File: src/rtl/ram_sp_arb_pkg.sv
// Shared types and helpers for the round-robin RAM arbiter.
// Optional checker enabled by RAM_SP_ARB_CHK_EN.
package ram_sp_arb_pkg;

  typedef enum logic {
    INIT = 1'b0,
    RUN  = 1'b1
  } state_e;

  function automatic int id_w(input int n);
    return (n <= 2) ? 1 : $clog2(n);
  endfunction

  function automatic int rd_lat(input int pipe);
    return pipe + 1;
  endfunction

endpackage

File: src/rtl/ram_sp_arb_rr_arbiter.sv
// Combinational round-robin pick: first request at or after ptr, wrapping.
// The pointer register lives in the parent.
module rr_arbiter
  import ram_sp_arb_pkg::*;
#(
  parameter  int N  = 4,
  localparam int IW = id_w(N)
) (
  input  logic [N-1:0]  req,
  input  logic [IW-1:0] ptr,
  output logic [N-1:0]  gnt,
  output logic [IW-1:0] gnt_idx,
  output logic          gnt_any
);

  int            j;
  logic [IW-1:0] idx;

  always_comb begin
    gnt     = '0;
    gnt_idx = '0;
    gnt_any = 1'b0;
    j       = 0;
    idx     = '0;
    for (int i = 0; i < N; i++) begin
      j = int'(ptr) + i;
      if (j >= N) j = j - N;
      idx = IW'(j);
      if (!gnt_any && req[idx]) begin
        gnt[idx] = 1'b1;
        gnt_idx  = idx;
        gnt_any  = 1'b1;
      end
    end
  end

endmodule

File: src/rtl/ram_sp_arb.sv
// Round-robin share of one ram_sp with init sweep and in-order read tags.
// RAM_SP_ARB_CHK_EN enables the sticky tag/ram_dout_valid checker on err.
module ram_sp_arb
  import ram_sp_arb_pkg::*;
#(
  parameter int                    NUM_REQ          = 4,
  parameter int                    DATA_WIDTH       = 36,
  parameter int                    ADDR_WIDTH       = 14,
  parameter int                    RAM_DEPTH        = 4096,
  parameter int                    DOUT_PIPE_NUMBER = 4,
  parameter logic [DATA_WIDTH-1:0] INIT_VALUE       = '0
) (
  input  logic                          clk,
  input  logic                          rst_n,
  input  logic [NUM_REQ-1:0]            req_valid,
  output logic [NUM_REQ-1:0]            req_ready,
  input  logic [NUM_REQ-1:0]            req_we,
  input  logic [NUM_REQ*ADDR_WIDTH-1:0] req_addr,
  input  logic [NUM_REQ*DATA_WIDTH-1:0] req_din,
  output logic [NUM_REQ-1:0]            rsp_valid,
  output logic [DATA_WIDTH-1:0]         rsp_data,
  output logic                          init_done,
  output logic                          err,
  output logic                          ram_en,
  output logic                          ram_we,
  output logic [ADDR_WIDTH-1:0]         ram_addr,
  output logic [DATA_WIDTH-1:0]         ram_din,
  input  logic [DATA_WIDTH-1:0]         ram_dout,
  input  logic                          ram_dout_valid
);

  localparam int RD_LAT = rd_lat(DOUT_PIPE_NUMBER);
  localparam int IW     = id_w(NUM_REQ);
  localparam logic [ADDR_WIDTH-1:0] LAST = ADDR_WIDTH'(RAM_DEPTH - 1);

  state_e                    state, state_nx;
  logic                      run;
  logic [ADDR_WIDTH-1:0]     cnt;
  logic [IW-1:0]             rr_ptr, ptr_nx;
  logic [NUM_REQ-1:0]        req_m, gnt;
  logic [IW-1:0]             gnt_idx;
  logic                      gnt_any;
  logic                      sel_we;
  logic [ADDR_WIDTH-1:0]     sel_addr;
  logic [DATA_WIDTH-1:0]     sel_din;
  logic [RD_LAT:0]           tag_v;
  logic [RD_LAT:0][IW-1:0]   tag_id;

  assign run   = (state == RUN);
  assign req_m = run ? req_valid : '0;

  rr_arbiter #(.N(NUM_REQ)) u_arb (
    .req     (req_m),
    .ptr     (rr_ptr),
    .gnt     (gnt),
    .gnt_idx (gnt_idx),
    .gnt_any (gnt_any)
  );

  assign req_ready = gnt;
  assign sel_we    = req_we[gnt_idx];
  assign sel_addr  = req_addr[int'(gnt_idx)*ADDR_WIDTH +: ADDR_WIDTH];
  assign sel_din   = req_din[int'(gnt_idx)*DATA_WIDTH +: DATA_WIDTH];
  assign ptr_nx    = (int'(gnt_idx) == NUM_REQ - 1) ? '0 : gnt_idx + 1'b1;

  always_comb begin
    state_nx = state;
    unique case (state)
      INIT:    if (cnt == LAST) state_nx = RUN;
      RUN:     state_nx = RUN;
      default: state_nx = INIT;
    endcase
  end

  always_ff @(posedge clk or negedge rst_n) begin
    if (!rst_n) state <= INIT;
    else        state <= state_nx;
  end

  always_ff @(posedge clk or negedge rst_n) begin
    if (!rst_n) begin
      cnt       <= '0;
      init_done <= 1'b0;
      rr_ptr    <= '0;
      ram_en    <= 1'b0;
      ram_we    <= 1'b0;
      ram_addr  <= '0;
      ram_din   <= '0;
      tag_v     <= '0;
      tag_id    <= '0;
    end else begin
      init_done <= run;
      if (!run) begin
        ram_en   <= 1'b1;
        ram_we   <= 1'b1;
        ram_addr <= cnt;
        ram_din  <= INIT_VALUE;
        cnt      <= cnt + 1'b1;
      end else begin
        ram_en <= gnt_any;
        ram_we <= gnt_any & sel_we;
        if (gnt_any) begin
          ram_addr <= sel_addr;
          ram_din  <= sel_din;
          rr_ptr   <= ptr_nx;
        end
      end
      // stage 0 lands with ram_en; last stage lines up with ram_dout_valid
      tag_v  <= {tag_v[RD_LAT-1:0], gnt_any & ~sel_we};
      tag_id <= {tag_id[RD_LAT-1:0], gnt_idx};
    end
  end

  always_comb begin
    rsp_valid = '0;
    rsp_data  = '0;
    if (tag_v[RD_LAT]) begin
      rsp_valid[tag_id[RD_LAT]] = 1'b1;
      rsp_data                  = ram_dout;
    end
  end

`ifdef RAM_SP_ARB_CHK_EN
  always_ff @(posedge clk or negedge rst_n) begin
    if (!rst_n)
      err <= 1'b0;
    else if (run && (tag_v[RD_LAT] != ram_dout_valid))
      err <= 1'b1;
  end
`else
  logic unused_dv;
  assign unused_dv = ram_dout_valid;
  assign err       = 1'b0;
`endif

endmodule

File: config.mk
export PLATFORM = sky130hd
export DESIGN_NAME = ram_sp_arb
export DESIGN_NICKNAME = d
export VERILOG_FILES = /design/src/rtl/ram_sp_arb_pkg.sv /design/src/rtl/ram_sp_arb_rr_arbiter.sv /design/src/rtl/ram_sp_arb.sv
export SDC_FILE = /design/constraint.sdc
export NUM_CORES = 1
export LEC_CHECK = 0
export BUFFER_PORTS_ARGS = -buffer_cell sky130_fd_sc_hd__buf_2
export CORE_AREA = 2 2 132 134
export DETAILED_ROUTE_END_ITERATION = 8
export DIE_AREA = 0 0 134 136
export GPL_TIMING_DRIVEN = 0
export SLEW_MARGIN = 20
export SYNTH_ARGS = -nofsm -noshare
export SYNTH_HDL_FRONTEND = slang
export SYNTH_SLANG_ARGS = --single-unit
File: constraint.sdc
create_clock -name clk -period 3.8 [get_ports clk]
set_input_delay 1.14 -clock clk [delete_from_list [all_inputs] [get_ports clk]]
set_output_delay 1.14 -clock clk [all_outputs]
set_load 0.005 [all_outputs]
==> results by group <==
Outcome
  • Status: finished clean

Run
  • Max Cap Violations: 0

Finish
  • Design Area, Final: 7682 sq um
  • Post-Layout Cell Count: 1004
  • Layout cells sized above 1: 55.07%
  • Final Core Density: 45.52%
  • Fillers: 1634
  • Final #Nets: 1030
  • Diodes inserted: 0
  • P&R area growth vs syn: 44.30%

Timing
  • # setup viols final: 0
  • Slew Limit Fails: 0
  • RSZ-0062 raised after global routing: no
  • Worst-margin pin slew: 956.6 ps
  • Final Critical Period: 3722 ps
  • Slew margin rel.: 36.23%
  • Setup WS post-layout: 78.35 ps
  • Final Hold Fails: 0
  • Layout Skew: 5.002 ps
  • Crit share post-route: 97.94%
  • Max Clock Freq: 268.7 MHz

Worst setup path
  • Crit-path leading delay family: multiplexers
  • Arr. time, crit path: 2580 ps
  • Reg2Reg Setup Slack: 660 ps
  • RR Endpoint: ram_addr[10]
  • Worst r2r src: rr_ptr[1]
  • Critical path's slowest cell: mux4_2
  • Setup Crit Path Kind: in2out
  • FF-to-FF path depth: 9
  • CP bufs+invs: 2
  • Critical Path, Cell by Cell: buf_2 -> mux4_2 -> nor2_1 -> a32o_1 -> a221o_1 -> buf_2
  • CP dominant cell by count: buf_2
  • Critical path fanouts, max: 10
  • Setup crit end kind: output pin
  • Slowest cell delay on critical path: 560 ps
  • CP Launch Type: primary input
  • Critical Path RT: 2660 ps

Logic synthesis
  • Mapped Cells: 423
  • Synth top area share: 41.36%
  • Most frequent cell after synthesis: dfrtp_1
  • Area leader, netlist: dfrtp_1
  • EDFF count, synth: 0
  • Post-Syn Nets: 679
  • Cell variety after synth: 43
  • Largest cells by area after synthesis: dfrtp_1, mux4_2, and3_1
  • Syn_area_per_cell: 12.59 sq um
  • Ys async rst share: 100.0%
  • Top post-synthesis cells by count: dfrtp_1, and3_1, mux4_2
  • Synth Cell Area: 5324 sq um
  • Most used DFF post-synth: dfrtp_1
  • Count of state elements after synthesis: 88
  • Sequential cell area fraction in the yosys report: 41.36%
  • Yosys warnings: 0

Die
  • Row count: 48
  • I/O pin count: 345
  • DIE HEIGHT: 136 um
  • Core area: 16880 sq um
  • Die ar.: 18220 sq um
  • Initial core utilization: 31.55%
  • Die Wd: 134 um

Place
  • Cells after DPL: 987
  • Buffers added on ports: 338
  • Placed cell areas: 7331 sq um
  • Pre-CTS setup slack: -446.7 ps
  • Final weighted congestion in routability-driven placement: 0.8358
  • Final HPWL DP: 15.22 mm

Global routing
  • Number of global-route vias before repair: 5121
  • First-pass GRT wire length: 28.52 mm
  • Largest net degree at the start of global routing: 63
  • Initial antenna violation count: 2
  • GRT Util Overall: 20.87%
  • Remaining Overflow, GRT: 0

CTS
  • H-tree levels: 3
  • Hold bufs inserted after CTS: 0
  • Clk buf depth: 2
  • Root buffer cell: clkbuf_16
  • CTS Sinks: 88
  • Worst-Skew Late Latency: 350 ps
  • CTS tree: done
  • Clock slew at reported path FFs: 60 ps
  • Num CTS Buffers: 9

Route
  • DRT Pass-1 Iters: 4
  • Detailed-route DRC error count: 0
  • Vias/cell: 5.011
  • Wirelength per Cell: 19.21 um
  • Final ANT Viol Nets: 0
  • Post-Route WL: 19.29 mm
  • Initial DRC Count: 174
  • Vias: 5031

Worst hold path
  • Hold Path Origin: tag_v[1]
  • Hold worst-path end: tag_v[2]
  • Worst hold stages: 0
  • Worst hold path type: reg2reg

Power and ir drop
  • Pint: 0.001518 W
  • Switching Power: 0.0004791 W
  • PwrDens: 259.9 nW/um^2
  • Pleak: 4.352 nW
  • Clock power frac: 42.7%
  • Max VDD drop: 0.0002045 V
  • Gate power share: 10.4%
  • Sw frac: 23.99%
  • Seq pwr share: 46.9%
[worst max path at each step]
| stage | cells past startpoint | from | to | slack [ps] |
|---|---|---|---|---|
| 5_1_grt | 8 | rr_ptr[1] | req_ready[2] | 40 |
| 6_report | 6 | req_valid[2] | req_ready[2] | 80 |
| 4_1_cts | 9 | rr_ptr[0] | req_ready[2] | 20 |
| 3_3_place_gp | 10 | rr_ptr[0] | req_ready[0] | -420 |
| 3_5_place_dp | 10 | rr_ptr[0] | req_ready[2] | -450 |
| 2_1_floorplan | 9 | rr_ptr[0] | req_ready[0] | 200 |
[layout by cell type, fill, tap and decap left out, types with 4 or more instances in the layout]
cell / n
a21o_1: 39
a21oi_1: 4
a221o_1: 18
a32o_1: 4
and2_1: 36
and3_1: 48
buf_2: 348
buf_4: 4
buf_6: 5
clkbuf_1: 21
clkbuf_16: 9
dfrtp_1: 86
ha_1: 8
inv_1: 4
mux4_1: 9
mux4_2: 43
nand2_1: 11
nand3_1: 8
nor2_1: 13
nor2b_1: 6
xnor2_1: 12
[power by group through the flow]
stage / logic [W] / clock network (W) / registers, W
2_1_floorplan: 0.0000558 / 0 / 0.000954
3_3_place_gp: 0.000202 / 0 / 0.000954
3_5_place_dp: 0.000210 / 0 / 0.000954
4_1_cts: 0.000212 / 0.000886 / 0.000936
5_1_grt: 0.000229 / 0.000924 / 0.000935
6_report: 0.000208 / 0.000852 / 0.000936
[through the flow]
| stage | power [W] | hold slack, ps | setup TNS, ps |
|---|---|---|---|
| floorplan | 0.001010 | 331.2 | 0 |
| global placement | 0.001156 | 337.6 | -1646 |
| detailed placement | 0.001164 | 334.7 | -1724 |
| CTS | 0.002034 | 349.6 | 0 |
| global route | 0.002088 | 350.8 | 0 |
| finish | 0.001997 | 346.7 | 0 |
[timing repair]
item | in CTS | in global routing
hold endpoints to repair | 0 | 0
gates resized for setup | 9 | 3
endpoints found under the setup margin | 4 | 4
setup buffers | 1 | 1
pin swaps | 1 | 0
[worst reg2reg max path: stages (launching register included)]
cell and delay, ps:
dfrtp_2 460, inv_1 190, ha_4 370, nand2b_1 120, o22a_1 210, o211ai_2 110
xnor2_2 630, buf_6 260, mux4_1 350, a221o_1 340
[registers in the layout (all words and copies together), names as in the netlist]
name and cells:
ram_din 36, cnt 14, ram_addr 14, tag_id 12, tag_v 6, rr_ptr 2, init_done 1, ram_en 1
ram_we 1, run 1
[cell families (layout without fill, tap and decap cells)]
family | count (synthesis) | in the layout | synth area share, %
XOR/XNOR | 15 | 15 | 2.609
adder cells (fa/ha/maj) | 9 | 9 | 2.115
AO/OA/AOI/OAI | 75 | 75 | 11.70
flip-flops | 88 | 88 | 41.36
AND/OR/NAND/NOR | 134 | 134 | 14.69
other | 1 | 1 | 0.07044
buffers and inverters | 45 | 401 | 4.042
multiplexers | 56 | 56 | 23.41
[layer usage]
metal | vias up | track usage, % | wire length (um)
met5 | - | 0 | 15
met4 | 4 | 7.861 | 458
met1 | 2444 | 24.08 | 7440
met2 | 236 | 38.01 | 10040
li1 | 2321 | - | -
met3 | 26 | 4.437 | 1339
[layout make-up]
| type | count | area, sq um | share of cell area, % |
|---|---|---|---|
| Sequential cell | 88 | 2205 | 28.70 |
| Clock inverter | 7 | 55.05 | 0.7166 |
| Multi-Input combinational cell | 290 | 2955 | 38.47 |
| Inverter | 6 | 26.28 | 0.3420 |
| Clock buffer | 9 | 225.2 | 2.932 |
| Buffer | 38 | 193.9 | 2.524 |
| Timing Repair Buffer | 341 | 1740 | 22.65 |
| Tap cell | 225 | 281.5 | 3.664 |
Power figures use the tool's default switching activity.
